<file path="config.mk">
export PLATFORM = sky130hd
export DESIGN_NAME = sbox_link_tx
export DESIGN_NICKNAME = d
export VERILOG_FILES = /design/src/rtl/sbox_pkg.sv /design/src/rtl/sync_fifo.sv /design/src/rtl/sbox_link_tx.sv
export SDC_FILE = /design/constraint.sdc
export NUM_CORES = 1
export LEC_CHECK = 0
export ABC_AREA = 1
export BUFFER_PORTS_ARGS = -buffer_cell sky130_fd_sc_hd__buf_2
export CORE_UTILIZATION = 35
export DETAILED_ROUTE_END_ITERATION = 8
export PLACE_DENSITY = 0.52
export SYNTH_ARGS = -nofsm -noshare
export SYNTH_HDL_FRONTEND = slang
export SYNTH_SLANG_ARGS = --single-unit
</file>
<file path="constraint.sdc">
create_clock -name clk -period 3.1 [get_ports clk]
set_input_delay 0.465 -clock clk [delete_from_list [all_inputs] [get_ports clk]]
set_output_delay 0.465 -clock clk [all_outputs]
set_load 0.02 [all_outputs]
</file>
<file path="src/rtl/sbox_pkg.sv">
// Shared definitions for the switch-box link blocks.
package sbox_pkg;

  // Switch-box port width.
  localparam int unsigned SBOX_W = 32;

  // Side of the switch box an instance feeds; used only for instance labelling.
  typedef enum logic [1:0] {
    NORTH,
    WEST,
    SOUTH,
    EAST
  } sbox_dir_e;

  // Bits needed to hold a credit count in the range 0..credits.
  function automatic int unsigned credit_cnt_w(input int unsigned credits);
    return $clog2(credits + 1);
  endfunction

endpackage

</file>
<file path="src/rtl/sync_fifo.sv">
// Single-clock FIFO with registered occupancy count and synchronous active-high reset.
// Pushes while full and pops while empty are ignored.
module sync_fifo #(
  parameter int unsigned W     = 32,
  parameter int unsigned DEPTH = 4
) (
  input  logic                   clk,
  input  logic                   reset,
  input  logic                   push_i,
  input  logic [W-1:0]           wdata_i,
  input  logic                   pop_i,
  output logic [W-1:0]           rdata_o,
  output logic [$clog2(DEPTH):0] count_o,
  output logic                   full_o,
  output logic                   empty_o
);

  localparam int unsigned AW = $clog2(DEPTH);
  localparam logic [AW:0] FullCnt = (AW + 1)'(DEPTH);

  logic [W-1:0]  mem_q [DEPTH];
  logic [AW-1:0] wptr_q, wptr_d;
  logic [AW-1:0] rptr_q, rptr_d;
  logic [AW:0]   count_q, count_d;
  logic          do_push, do_pop;

  assign full_o  = (count_q == FullCnt);
  assign empty_o = (count_q == '0);
  assign count_o = count_q;
  assign rdata_o = mem_q[rptr_q];

  assign do_push = push_i && !full_o;
  assign do_pop  = pop_i && !empty_o;

  // Pointer and occupancy next-state; pointers wrap naturally at DEPTH.
  always_comb begin
    wptr_d  = wptr_q;
    rptr_d  = rptr_q;
    count_d = count_q;
    if (do_push) begin
      wptr_d = wptr_q + AW'(1);
    end
    if (do_pop) begin
      rptr_d = rptr_q + AW'(1);
    end
    case ({do_push, do_pop})
      2'b10:   count_d = count_q + (AW + 1)'(1);
      2'b01:   count_d = count_q - (AW + 1)'(1);
      default: count_d = count_q;
    endcase
  end

  // Pointer and count state.
  always_ff @(posedge clk) begin
    if (reset) begin
      wptr_q  <= '0;
      rptr_q  <= '0;
      count_q <= '0;
    end else begin
      wptr_q  <= wptr_d;
      rptr_q  <= rptr_d;
      count_q <= count_d;
    end
  end

  // Storage; contents need no reset since the count gates every read.
  always_ff @(posedge clk) begin
    if (do_push) begin
      mem_q[wptr_q] <= wdata_i;
    end
  end

endmodule

</file>
<file path="src/rtl/sbox_link_tx.sv">
// Credit-based transmitter feeding one switch-box input from a compute unit.
// Producer words are buffered in a FIFO and launched only while downstream credits remain.
module sbox_link_tx
  import sbox_pkg::*;
#(
  parameter int unsigned W       = SBOX_W,
  parameter int unsigned DEPTH   = 4,
  parameter int unsigned CREDITS = 2
) (
  input  logic                                clk,
  input  logic                                reset,
  input  logic                                in_valid_i,
  input  logic [W-1:0]                        in_data_i,
  output logic                                in_ready_o,
  output logic                                out_valid_o,
  output logic [W-1:0]                        out_data_o,
  input  logic                                credit_in_i,
  output logic [credit_cnt_w(CREDITS)-1:0]    credit_cnt_o,
  output logic                                err_credit_ovf_o
);

  localparam int unsigned CW = credit_cnt_w(CREDITS);
  localparam int unsigned FW = $clog2(DEPTH) + 1;
  localparam logic [CW-1:0] CreditMax = CW'(CREDITS);
  localparam logic [FW-1:0] FifoMax   = FW'(DEPTH);

  logic [W-1:0]  fifo_head;
  logic [FW-1:0] fifo_count;
  logic          fifo_full;
  logic          fifo_empty;
  logic          unused_fifo_full;
  logic          push;
  logic          send;

  logic [CW-1:0] credit_q, credit_d;
  logic          err_q, err_d;
  logic          out_valid_q;
  logic [W-1:0]  out_data_q, out_data_d;

  // Ready depends only on the registered count, never on a same-cycle pop.
  assign in_ready_o       = (fifo_count < FifoMax);
  assign push             = in_valid_i && in_ready_o;
  assign send             = !fifo_empty && (credit_q != '0);
  assign unused_fifo_full = fifo_full;

  sync_fifo #(
    .W     (W),
    .DEPTH (DEPTH)
  ) u_fifo (
    .clk     (clk),
    .reset   (reset),
    .push_i  (push),
    .wdata_i (in_data_i),
    .pop_i   (send),
    .rdata_o (fifo_head),
    .count_o (fifo_count),
    .full_o  (fifo_full),
    .empty_o (fifo_empty)
  );

  // Credit accounting: spend one per launch, regain one per returned pulse, saturate at max.
  always_comb begin
    credit_d   = credit_q;
    err_d      = err_q;
    out_data_d = out_data_q;
    if (send) begin
      out_data_d = fifo_head;
    end
    case ({send, credit_in_i})
      2'b10: credit_d = credit_q - CW'(1);
      2'b01: begin
        if (credit_q == CreditMax) begin
          err_d = 1'b1;
        end else begin
          credit_d = credit_q + CW'(1);
        end
      end
      default: credit_d = credit_q;
    endcase
  end

  // Launch register, credit counter and sticky overflow flag.
  always_ff @(posedge clk) begin
    if (reset) begin
      out_valid_q <= 1'b0;
      out_data_q  <= '0;
      credit_q    <= CreditMax;
      err_q       <= 1'b0;
    end else begin
      out_valid_q <= send;
      out_data_q  <= out_data_d;
      credit_q    <= credit_d;
      err_q       <= err_d;
    end
  end

  assign out_valid_o      = out_valid_q;
  assign out_data_o       = out_data_q;
  assign credit_cnt_o     = credit_q;
  assign err_credit_ovf_o = err_q;

endmodule

</file>
==> out/qor.yml <==
maxCapViolations: 0
vdd_drop_max_mv: 0.489
status: "finished with violations"
synth_area_leaders: "edfxtp_1 59%, dfxtp_1 13%, nor2_1 8.0%, o21ai_0 6.2%, o22ai_1 3.1%"
cp-end-kind: "flip-flop"
design_area_um2: 7630
num_antenna_cells: 0
power_mw: 7.24
fin_tns_setup_ns: 0
wl_per_cell_um: 16.6
synth_top_cell_by_area: "edfxtp_1"
grt_max_degree: 67
fillerInstances: 1712
rows: 49
numPortBuffers: 72
netlist_instances: 529
slowest_delay_ns: 0.39
ctsHoldBuffers: 0
slew_headroom_pct: 25.1
cts_root_buffer: "clkbuf_16"
drt-initial-drc-count: 310
coreArea_um2: 18100
dp_hpwl_um: 8060
ys_types: 25
place.gp.congestion: 0.739
worst_setup_path_start_kind: "flip-flop"
crit_slowest_cell: "dfxtp_1"
tightest_slew_ns: 1.12
grt_antenna_before_repair: 0
grt_pass1_vias: 4248
setup_slack_ns: 1.08
cts-htree-levels: 4
drcViolationCount: 12
ys.warnings.count: 0
cts_setup_buffers: 0
cts_resized: 0
path_buf_inv: 3
insertion_delay_ns: 0.43
cts_sinks: 171
start_util_pct: 35.8
die_h_um: 138
grt_pass1_wl_um: 22500
place_area_um2: 7000
fp.dieW_um: 138
drive_above_1_share_pct: 20.6
wl_um: 14000
vias: 4147
syn2layout_area_growth_pct: 17.7
dieArea_um2: 19100
rsz0062_at_grt: "false"
antenna_left: 0
power_density_nw_per_um2: 949
grt_usage_pct: 15.5
syn-cell-area_um2: 6480
syn_nets: 571
synth_seq_cells: 171
post-route-period-util_pct: 65.2
whs_ns: 0.249
period_minus_slack_ns: 2.02
gr-total-overflow: 0
crit_type: "flip-flop to flip-flop"
dr.pass1.iters: 6
cts_tree: "done"
drv_slew: 0
via_per_inst: 4.93
netlist.area_leader.share_pct: 59.3
cp.arrival_ns: 2.38
clk_pin_slew_worst_paths_ns: 0.06
clock_path_buffers: 2
crit_chain: "inv_2 -> nand2_4 -> nand2_4 -> inv_6 -> ha_1 -> inv_1 -> fa_1 -> a21oi_1 -> o21ai_0 -> nand2_1 -> nand2_1 -> nor2_1"
preCtsSetupSlack_ns: 0.931
max_freq_mhz: 494
finalSetupViolCount: 0
finalHoldViolCount: 0
ys_seq_area_share_pct: 72.6
violations: "design-rule violations"
cp_max_fo: 35
finalClockSkew_ns: 0.0154
num_io_pins: 73
cp_top_family: "adder cells"
p_leak_nw: 2.81
num-nets-final: 641
cts_made_buffers: 17
synth_area_per_cell_um2: 12.3
hold_class: "input pin to flip-flop"
crit_required_ns: 3.46
-- per-layer routing --
metal,part of all wire (%),up-vias,GRT usage (%)
li1,-,2011,-
met1,45,2010,19.7
met2,47,112,25.3
met3,6.5,14,3.26
met4,1.4,0,7.45
met5,0,-,0
-- placed cells by master (no fill, tap or decap) --
cell type	n
nand3b_1	1
dfxtp_2	1
nor2_4	4
bufinv_16	4
clkinv_4	3
nand2_2	1
nand3_1	3
a21oi_1	9
dfxtp_1	42
fa_1	1
o22ai_1	32
ha_1	5
clkinv_2	1
inv_6	4
clkbuf_16	17
inv_2	4
clkinvlp_4	3
nand2_1	12
edfxtp_1	128
buf_4	9
buf_2	72
inv_8	1
o21ai_1	22
nand2_4	2
nand4_1	2
nor2_1	135
inv_1	14
o21ai_0	80
-- final timing paths --
kind                  endpoint  cells after the start              from  slack (ns)
min reg2reg   err_credit_ovf_o                      2  err_credit_ovf_o        0.44
max          u_fifo.count_o[2]                     12   credit_cnt_o[0]        1.08
min           err_credit_ovf_o                      2             reset        0.25
max reg2reg  u_fifo.count_o[2]                     12   credit_cnt_o[0]        1.08
-- synthesized netlist by cell type --
| cell | n |
|---|---|
| nand2_2 | 1 |
| buf_1 | 1 |
| o22ai_1 | 32 |
| inv_1 | 14 |
| clkbuf_2 | 3 |
| buf_2 | 6 |
| o21ai_1 | 22 |
| nand3_1 | 3 |
| a21oi_1 | 9 |
| dfxtp_1 | 43 |
| inv_6 | 1 |
| o21ai_0 | 80 |
| nor2_1 | 139 |
| buf_6 | 9 |
| nand3b_1 | 1 |
| edfxtp_1 | 128 |
| clkbuf_8 | 3 |
| clkbuf_1 | 5 |
| nand2_4 | 2 |
| buf_4 | 3 |
| ha_1 | 5 |
| nand4_1 | 2 |
| nand2_1 | 12 |
| inv_2 | 4 |
| fa_1 | 1 |
-- flip-flops by register name, summed over array words and instances, names as in the netlist --
name / flops
u_fifo.mem_q: 128
out_data_o: 32
u_fifo.count_o: 3
credit_cnt_o: 2
u_fifo.rptr_q: 2
u_fifo.wptr_q: 2
err_credit_ovf_o: 1
out_valid_o: 1
-- final cells by class --
type	instances	area (µm²)	share of cell area [%]
clock inverter	15	211	2.77
multi-input combinational	309	1500	19.6
timing repair buffer	81	428	5.61
tap	229	287	3.75
sequential	171	4710	61.7
inverter	19	76.3	1.00
clock buffer	17	425	5.57
-- worst reg2reg max path: stages (launching register included) --
cell     delay (ns)
dfxtp_1        0.39
inv_2          0.10
nand2_4        0.08
nand2_4        0.06
inv_6          0.22
ha_1           0.19
inv_1          0.07
fa_1           0.38
a21oi_1        0.14
o21ai_0        0.11
nand2_1        0.07
nand2_1        0.04
nor2_1         0.10
-- kinds of logic after synthesis --
group / count (synthesis) / synth area share (%)
flops: 171 / 72.6
simple gates: 160 / 9.73
compound gates: 143 / 11.7
buf+inv: 49 / 4.77
fa+ha+maj: 6 / 1.27
-- power breakdown --
part / switching [mW] / internal [mW]
sequential: 0.142 / 2.83
clock: 0.896 / 1.36
combinational: 1.42 / 0.592
-- per-stage QoR --
| stage | utilization [%] | instances |
|---|---|---|
| 5_1_grt | 42.2 | 841 |
| 4_1_cts | 42.2 | 841 |
| 6_report | 42.2 | 841 |
| 3_3_place_gp | 38.7 | 809 |
| 3_5_place_dp | 38.7 | 809 |
| 2_1_floorplan | - | 529 |
(Power assumes the default switching activity.)
